**src/rtl/inv_cosim_pkg.sv**
```systemverilog
// inv_cosim_pkg: shared types and constants for the inverter co-simulation checkers
package inv_cosim_pkg;

    typedef enum logic [1:0] {IDLE, FLUSH, RUN, DONE} state_t;

    localparam int         PRBS7_TAP_A = 6;
    localparam int         PRBS7_TAP_B = 5;
    localparam logic [6:0] PRBS7_SEED  = 7'h5A;
    localparam int         CNT_W_DEF   = 16;

    // x^7+x^6+1 Fibonacci step: shift left, feedback enters at bit 0
    function automatic logic [6:0] prbs7_next(input logic [6:0] s);
        return {s[5:0], s[PRBS7_TAP_A] ^ s[PRBS7_TAP_B]};
    endfunction

endpackage

```
**src/rtl/prbs7_gen.sv**
```systemverilog
// prbs7_gen: loadable PRBS7 generator, newest bit presented on bit_o
module prbs7_gen
    import inv_cosim_pkg::*;
#(
    parameter logic [6:0] SEED = PRBS7_SEED
) (
    input  logic       clk_i,
    input  logic       rst_ni,
    input  logic       en_i,
    input  logic       load_i,
    input  logic [6:0] seed_i,
    output logic       bit_o,
    output logic [6:0] state_o
);

    logic [6:0] lfsr;

    // load wins over advance so a restart always begins from the seed
    always_ff @(posedge clk_i or negedge rst_ni) begin
        if (!rst_ni)     lfsr <= SEED;
        else if (load_i) lfsr <= seed_i;
        else if (en_i)   lfsr <= prbs7_next(lfsr);
    end

    assign bit_o   = lfsr[0];
    assign state_o = lfsr;

endmodule

```
**config.mk**
```make
export PLATFORM = sky130hd
export DESIGN_NAME = prbs7_gen
export DESIGN_NICKNAME = d
export VERILOG_FILES = /design/src/rtl/inv_cosim_pkg.sv /design/src/rtl/prbs7_gen.sv
export SDC_FILE = /design/constraint.sdc
export NUM_CORES = 1
export LEC_CHECK = 0
export BUFFER_PORTS_ARGS = -buffer_cell sky130_fd_sc_hd__buf_2
export CORE_AREA = 2 2 39 41
export CTS_CLUSTER_SIZE = 30
export DETAILED_ROUTE_END_ITERATION = 10
export DIE_AREA = 0 0 41 43
export SYNTH_ARGS = -nofsm -noshare
export SYNTH_HDL_FRONTEND = slang
export SYNTH_SLANG_ARGS = --single-unit
```
**constraint.sdc**
```tcl
create_clock -name clk_i -period 0.8 [get_ports clk_i]
set_input_delay 0.08 -clock clk_i [delete_from_list [all_inputs] [get_ports clk_i]]
set_output_delay 0.08 -clock clk_i [all_outputs]
set_load 0.05 [all_outputs]
```
=== After elaboration in Yosys (flattened, before gate mapping) ===
Cells that the tools add are included.

* Muxes and demuxes: 2
* Bitwise logic cells: 1
* Reduce and logical (&&, ||, !) cells: 1

{| class="wikitable"
|+ Operators with widths
! operator !! number
|-
| two-way mux 7 bit || 2
|-
| nonzero test 2 bit || 1
|-
| bitwise XOR 1 bit || 1
|}

* Logic and storage cells: 5
* Bits in registers: 7
* Output and inout port bits: 8
* Input port bits: 11

=== Logic depth before layout (Yosys ltp) ===
Gate-level depths: netlist of the first run.

* Depth in word-level cells: 3
* Mapped depth: 3
* Depth with buffers taken out: 2

=== Least setup slack after synthesis of the first run ===
Ideal clock, no wire load.

* Path kind: register -> register
* From: reg, netlist name state_o[0]
* To: reg lfsr[0], in the netlist state_o[0]
* Stages on the path, launching flop included: 3
* Arrival: 1101 ps
* Buffers on the path: 0
* Period minus slack after synthesis: 1181 ps
* Path slack: -381 ps
* Required time: 720 ps
* Library setup time: 80 ps
* Cell sequence: dfrtp_1 or3b_1 o211ai_2

{| class="wikitable"
|+ RTL lines
! element !! line !! source
|-
| end signal, assigned || prbs7_gen.sv:21 || <nowiki>else if (load_i) lfsr <= seed_i;</nowiki>
|-
| end signal, assigned || prbs7_gen.sv:22 || <nowiki>else if (en_i) lfsr <= prbs7_next(lfsr);</nowiki>
|-
| end, declared || prbs7_gen.sv:16 || <nowiki>logic [6:0] lfsr;</nowiki>
|}

=== Worst setup path in the final report of the first run ===
* From: reg lfsr[3], in the netlist state_o[3]
* To: out state_o[3]

{| class="wikitable"
|+ RTL lines
! element !! line !! source
|-
| end, declared || prbs7_gen.sv:13 || <nowiki>output logic [6:0] state_o</nowiki>
|}

No word-level cell between the ends.

==> run metrics, run 1 <==
synth unique cells=12; routed wire length per instance=11.4 um; outcome=finished with violations; final-report hold violation count=0; Synth Area in Compound Gates=11.9%; Final Net Count=75; clk_skew=0.00468 ns; H-tree depth reported by CTS=1; critical path endpoint category=primary output; CP bufs+invs=1; Pre-Repair DR Iteration Count=4; largest area contributor in the netlist=dfstp_2; vias in the first global route=328; Die H=43 um; multi-input logic area=171 um2; worst IR drop on VDD=0.948 mV; initial DRC count=7; ANT nets after route=0; Final WS setup=-0.235 ns; Initial Util=25.8%; critical path cell sequence=buf_8; Rel. slew slack=87.7%; Worst Setup SP=state_o[3]; Final Cell Area=664 um2; Worst-path clk slew=0.06 ns; antenna violations before repair=0; Ys Warns=0; CTS sink cnt=7; Vias=344; post-place setup slack=-0.0873 ns; Vias per Instance=4.35; IO Count=19; Port Buf Inserts=18; crit share post-route=129%; Critical Path AT=0.95 ns; final worst path period need=1.03 ns; Synth Instances=33; Core ar.=1380 um2; Top delay family on crit path=flip-flops; diode count=0; GRT overflow=0; worst setup path class=flop to primary output; cts bufs inserted=3; worst-margin pin slew=0.184 ns; # rows=14; most area-consuming cells after synthesis=dfstp_2 (29%), dfrtp_1 (21%), mux2i_1 (17%); die width=41 um; Final Wtd Congestion=0.792; violations in the final reports=negative setup slack; Fmax=0.967 GHz; flops & latches, synth=7; Clock Tree Root=clkbuf_4; utilization after layout=48.0%; CTS tree=done; power density over cell area=2000 nW/um2; CP max FO=2; most frequent cells in the layout=buf_2 (10), buf_4 (8), nand2_1 (7); LEAKAGE=0.322 nW; HP Class=primary input to flop; P&R area growth vs syn=86.3%; # fillers=124; synthesized cell area=357 um2; Seq/Total Area, Yosys=50.5%; global-route wire length before repair=1.34 mm; Synth top area share=29.5%; Slew Viols, Final=0; total track usage=11.9%; post-synthesis simple-gate area fraction=11.6%; Synth Area in XOR/XNOR=2.46%; Mapped Avg Cell Area=10.8 um2; most common cell after layout, fill and taps aside=buf_2; Largest stage delay, worst path=0.55 ns; multiplexer share of the synthesized area=16.8%; largest family of logic cells by synthesized area=multiplexers; Largest register FFs=7; critical path's slowest cell=dfstp_2; Max-cap violations=0; largest net degree at the start of global routing=10; final setup fails=15; share of layout cells above drive strength 1=61.9%; clock latency on the worst-skew pair=0.25 ns; Net Count, Synth=44; drt total wl=901 um; CP startpoint kind=flop; RR Startpoint=state_o[6]; FF+latch area=183 um2; Adder-Cell Fraction of Synth Area=0%; # DRC=0; Required @ worst endpoint=0.72 ns; worst hold start=seed_i[3]; DPL Wire Length=598 um; placed cell areas=483 um2; unrepaired setup endpoints after global routing=true; Die Area=1760 um2; CTS max path bufs=2
logic make-up after synthesis:
kind of cell | after synthesis
AO/OA/AOI/OAI | 7
XOR/XNOR | 1
buffers and inverters | 3
flip-flops | 7
multiplexers | 6
AND/OR/NAND/NOR | 9
stage by stage:
stage               hold WS, ns  setup TNS, ns  cells  total power [W]
global route             0.0425          -2.77     79          0.00138
floorplan                -0.216          -1.38     33         0.000717
global placement        -0.0807         -0.316     68         0.000811
CTS                      0.0268          -2.41     79          0.00133
finish                   0.0299          -2.40     79          0.00133
detailed placement      -0.0780         -0.355     68         0.000816
path summary, 6_finish.rpt:
| kind | endpoint | slack, ns | cells after the start |
|---|---|---|---|
| worst max-delay path | state_o[3] | -0.23 | 1 |
| worst min-delay path | state_o[3] | 0.03 | 3 |
| worst max register to register | state_o[0] | -0.19 | 3 |
| worst min register to register | state_o[2] | 0.68 | 3 |
| max in group asynchronous | state_o[4] | 0.38 | 2 |
| min in group asynchronous | state_o[2] | 0.19 | 2 |
tightest hold or removal path: cells and delay by family:
family	cells	cell delay, ns
buffers and inverters	1	0.09
and+or+nand+nor	1	0.05
AOI/OAI and AO/OA	1	0.05
cell type report:
cell class                      count  area share [%]
Clock buffer                        4            3.95
Timing Repair Buffer               29            39.7
Sequential cell                     7            27.5
Tap cell                           16            3.01
Multi-Input combinational cell     23            25.8
power breakdown:
part           internal, W  total (W)  switching [W]
sequential        0.000412   0.000447      0.0000351
combinational     0.000269   0.000554       0.000285
clock             0.000191   0.000328       0.000137
per-layer routing:
layer | up-vias | wire length, um | global-route usage (%)
met3 | 0 | 48 | 1.57
met4 | 0 | 0 | 10.0
met5 | - | 0 | 0
li1 | 174 | - | -
met2 | 16 | 512 | 20.0
met1 | 154 | 341 | 11.7
cell usage after synthesis:
master and instances:
buf_2 1, buf_4 1, buf_6 1, dfrtp_1 3, dfstp_2 4, mux2i_1 6, nand2_1 7, nand2b_1 1
o211ai_2 1, o21ai_0 6, or3b_1 1, xnor2_1 1
timing repair:
| action | in CTS | in global routing |
|---|---|---|
| resized for setup | 23 | 1 |
| setup buffers | 6 | 0 |
| hold buffers | 1 | 0 |
| setup endpoints to repair | 14 | 15 |
| hold endpoints to repair | 7 | 0 |
| pin swaps | 1 | 0 |
Power figures use the tool's default switching activity.
==> run 2: changes to the inputs <==
--- a/config.mk
+++ b/config.mk
@@ -10,6 +10,7 @@
 export CTS_CLUSTER_SIZE = 30
 export DETAILED_ROUTE_END_ITERATION = 10
 export DIE_AREA = 0 0 41 43
+export SETUP_SLACK_MARGIN = 0.1
 export SYNTH_ARGS = -nofsm -noshare
 export SYNTH_HDL_FRONTEND = slang
 export SYNTH_SLANG_ARGS = --single-unit
==> run 2 against run 1 <==
The flow still finishes with violations (negative setup slack). Critical path depth stayed put. Non-clock buffer count unchanged. Setup slack stayed put. Sequential share of layout area unchanged. Sequential power hardly changed. Worst hold slack did not move. Final area unchanged. Die area unchanged. Clock power hardly changed. Register-to-register slack about the same. First-iteration DRC count is the same.
==> run metrics, run 2 (synthesized netlist as in run 1, its figures left out) <==
Final Net Count=75; HP Class=primary input to flop; CTS sink cnt=7; largest net degree at the start of global routing=10; Vias per Instance=4.35; share of layout cells above drive strength 1=61.9%; Vias=344; WP depth=1; Final Wtd Congestion=0.792; unrepaired setup endpoints after global routing=true; Core ar.=1380 um2; hold depth=3; diode count=0; Pre-Repair DR Iteration Count=4; Rel. slew slack=87.7%; multi-input logic area=171 um2; worst IR drop on VDD=0.948 mV; routed wire length per instance=11.4 um; Die H=43 um; most frequent cells in the layout=buf_2 (10), buf_4 (8), nand2_1 (7); FF+latch area=183 um2; CP bufs+invs=1; Largest register FFs=7; IO Count=19; final setup fails=15; worst-margin pin slew=0.184 ns; final worst path period need=1.03 ns; Worst-path clk slew=0.06 ns; most common cell after layout, fill and taps aside=buf_2; drt total wl=901 um; crit share post-route=129%; cts bufs inserted=3; power density over cell area=2000 nW/um2; final-report hold violation count=0; clk_skew=0.00468 ns; outcome=finished with violations; # DRC=0; clock latency on the worst-skew pair=0.25 ns; Final WS setup=-0.235 ns; violations in the final reports=negative setup slack; worst setup path class=flop to primary output; Die Area=1760 um2; global-route wire length before repair=1.34 mm; CP max FO=2; GRT overflow=0; Fmax=0.967 GHz; Required @ worst endpoint=0.72 ns; Top delay family on crit path=flip-flops; CTS max path bufs=2; # fillers=124; cells on worst reg2reg path=3; P&R area growth vs syn=86.3%; critical path cell sequence=buf_8; DPL Wire Length=598 um; total power=0.00133 W; Port Buf Inserts=18; post-place setup slack=-0.0873 ns; vias in the first global route=328; # rows=14; LEAKAGE=0.322 nW; Initial Util=25.8%; CP startpoint kind=flop; critical path's slowest cell=dfstp_2; Critical Path AT=0.95 ns; Max-cap violations=0; ANT nets after route=0; critical path endpoint category=primary output; die width=41 um; H-tree depth reported by CTS=1; Slew Viols, Final=0; total track usage=11.9%; antenna violations before repair=0; initial DRC count=7; Clock Tree Root=clkbuf_4; Largest stage delay, worst path=0.55 ns; CTS tree=done
[run 2: cell counts in the layout (fill, tap and decap cells not counted)]
Identical to the previous run, type by type.
[run 2: cell type report]
type / count / share of cell area [%]
repair buffers: 29 / 39.7
clock buffers: 4 / 3.95
multi-input cells: 23 / 25.8
flip-flops and latches: 7 / 27.5
well taps: 16 / 3.01
[run 2: worst paths after layout]
| check | endpoint | start | slack (ns) |
|---|---|---|---|
| max in group asynchronous | state_o[4] | rst_ni | 0.38 |
| min in group asynchronous | state_o[2] | rst_ni | 0.19 |
| setup reg to reg | state_o[0] | state_o[6] | -0.19 |
| hold reg to reg | state_o[2] | state_o[2] | 0.68 |
| hold / removal | state_o[3] | seed_i[3] | 0.03 |
| setup / recovery | state_o[3] | state_o[3] | -0.23 |
[run 2: per-layer routing]
| layer | GRT usage, % | vias up | wire [um] |
|---|---|---|---|
| met1 | 11.7 | 154 | 341 |
| met4 | 10.0 | 0 | 0 |
| met5 | 0 | - | 0 |
| li1 | - | 174 | - |
| met2 | 20.0 | 16 | 512 |
| met3 | 1.57 | 0 | 48 |
[run 2: stage by stage]
step	area (um2)	std cells	TNS [ns]	util, %	hold slack (ns)
after floorplan	367	33	-1.38	-	-0.216
after global placement	483	68	-0.316	34.9	-0.0807
after detailed placement	483	68	-0.355	34.9	-0.0780
after CTS	661	79	-2.41	47.7	0.0268
after global routing	664	79	-2.77	48.0	0.0425
final	664	79	-2.40	48.0	0.0299
[run 2: report_power, final]
part | switching (W) | total, W | internal (W)
clock network | 0.000137 | 0.000328 | 0.000191
logic | 0.000285 | 0.000554 | 0.000269
registers | 0.0000351 | 0.000447 | 0.000412
total | 0.000458 | 0.00133 | 0.000871
[run 2: timing repair]
item,4_1_cts,5_1_grt
pin swaps,1,0
buffers inserted,6,0
setup endpoints to repair,15,15
gates resized for setup,23,1
gates cloned,0,0
hold buffers,1,0
endpoints found under the hold margin,7,0
==> run 3: changes to the inputs <==
--- a/config.mk
+++ b/config.mk
@@ -5,7 +5,7 @@
 export SDC_FILE = /design/constraint.sdc
 export NUM_CORES = 1
 export LEC_CHECK = 0
-export BUFFER_PORTS_ARGS = -buffer_cell sky130_fd_sc_hd__buf_2
+export BUFFER_PORTS_ARGS = -buffer_cell sky130_fd_sc_hd__clkbuf_2
 export CORE_AREA = 2 2 39 41
 export CTS_CLUSTER_SIZE = 30
 export DETAILED_ROUTE_END_ITERATION = 10
==> run 3 against run 2 <==
The flow still finishes with violations (negative setup slack). Sequential power is 0.9% higher. Power increased by 0.30%. Fmax fell by 1.2%. Final cell count fell by 2.5%. Register-to-register slack is essentially flat. Final area grew 4.5%. Clock skew decreased by 0.00073 ns. Critical path type unchanged. Critical endpoint unchanged. Largest cell class unchanged. Largest power group unchanged. Highest routed layer unchanged.
==> run metrics, run 3 (synthesized netlist as in run 1, its figures left out) <==
die width=41 um; Die H=43 um; crit share post-route=131%; Final Cell Area=694 um2; power density over cell area=1920 nW/um2; LEAKAGE=0.338 nW; Worst-path clk slew=0.05 ns; Final WS setup=-0.247 ns; setup TNS=-2.18 ns; largest net degree at the start of global routing=13; CTS tree=done; Rel. slew slack=90.2%; unrepaired setup endpoints after global routing=true; Die Area=1760 um2; Required @ worst endpoint=0.72 ns; worst setup path class=flop to primary output; Port Buf Inserts=18; clock latency on the worst-skew pair=0.24 ns; P&R area growth vs syn=94.7%; CP max FO=3; Final Net Count=73; IO Count=19; vias in the first global route=364; violations in the final reports=negative setup slack; cts bufs inserted=3; ANT nets after route=0; Worst Setup SP=state_o[3]; Sw Pwr=0.000435 W; Pre-Repair DR Iteration Count=2; Fmax=0.955 GHz; Clock Tree Root=clkbuf_4; placed cell areas=483 um2; clk_skew=0.00395 ns; initial DRC count=5; Vias=323; CP startpoint kind=flop; HP Class=primary input to flop; Critical Path AT=0.97 ns; most common cell after layout, fill and taps aside=clkbuf_2; worst IR drop on VDD=1.02 mV; RR Startpoint=state_o[6]; Top delay family on crit path=flip-flops; Vias per Instance=4.19; H-tree depth reported by CTS=1; Final Wtd Congestion=0.775; critical path cell sequence=clkbuf_16; CP bufs+invs=1; final-report hold violation count=0; Max-cap violations=0; global-route wire length before repair=1.48 mm; # rows=14; Initial Util=25.8%; total track usage=12.9%; # DRC=0; drt total wl=873 um; Slew Viols, Final=0; worst-margin pin slew=0.143 ns; worst hold start=seed_i[6]; share of layout cells above drive strength 1=60.7%; DPL Wire Length=629 um; CTS sink cnt=7; CTS max path bufs=2; Inst Count DP=68; final worst path period need=1.05 ns; Largest stage delay, worst path=0.56 ns; critical path's slowest cell=dfstp_2; P_int=0.000898 W; Sequential Power Share=33.9%; most frequent cells in the layout=clkbuf_2 (10), nand2_1 (7), mux2i_1 (6), o21ai_1 (6), clkbuf_16 (5); Core ar.=1380 um2; outcome=finished with violations; Largest register FFs=7; clock share of power=23.4%; Combinational Power Share=42.7%; Non-Filler Instances=77; GRT overflow=0; switch share=32.7%; final setup fails=15; total power=0.00133 W; R2R Setup Slk=-0.18 ns; antenna violations before repair=0; post-place setup slack=-0.0997 ns; routed wire length per instance=11.3 um; critical path endpoint category=primary output; diode count=0
[run 3: changes by cell type in the layout (fill, tap and decap cells not counted)]
cell       change
xnor2_2        +1
buf_6          +1
clkbuf_2      +10
xnor2_4        -1
buf_8          -3
buf_12         -1
buf_4          -4
clkbuf_16      +5
buf_2         -10
[run 3: power groups by stage]
stage | Clock (W) | Sequential, W | Combinational (W)
3_3_place_gp | 0 | 0.000448 | 0.000362
2_1_floorplan | 0 | 0.000590 | 0.000127
6_report | 0.000312 | 0.000451 | 0.000570
4_1_cts | 0.000325 | 0.000446 | 0.000561
5_1_grt | 0.000343 | 0.000457 | 0.000602
3_5_place_dp | 0 | 0.000451 | 0.000367
[run 3: per-stage QoR]
stage | hold WS (ns) | util (%)
after global placement | -0.0787 | 34.9
after CTS | 0.0190 | 49.6
after global routing | 0.0376 | 50.2
after floorplan | -0.216 | -
final | 0.0227 | 50.2
after detailed placement | -0.0744 | 34.9
[run 3: metal layers]
metal	global-route usage [%]	wire [um]	part of all wire, %	up-vias
li1	-	-	-	171
met1	14.0	344	39	144
met2	20.9	503	58	8
met3	3.14	26	3.0	0
met4	8.00	0	0	0
met5	0	0	0	-
[run 3: worst register-to-register path, stage by stage (launching register included)]
cell,delay (ns)
dfstp_2,0.56
buf_6,0.11
xnor2_2,0.11
o211ai_2,0.08
[run 3: final timing paths]
path | end | depth (start not counted)
worst max-delay path | state_o[3] | 1
worst min-delay path | state_o[6] | 3
worst min register to register | state_o[4] | 2
min in group asynchronous | state_o[0] | 2
max in group asynchronous | state_o[3] | 2
worst max register to register | state_o[0] | 3
[run 3: what timing repair did]
| action | 4_1_cts | 5_1_grt |
|---|---|---|
| endpoints found under the hold margin | 7 | 0 |
| hold buffers | 1 | 0 |
| endpoints found under the setup margin | 15 | 15 |
| gates resized for setup | 24 | 4 |
| gates cloned | 0 | 0 |
| pin swaps | 1 | 1 |
| setup buffers | 4 | 0 |
[run 3: cell type report]
type	count	area, um2
Sequential cell	7	183
Fill cell	126	689
Clock buffer	4	26.3
Multi-Input combinational cell	23	160
Tap cell	16	20.0
Timing Repair Buffer	27	305
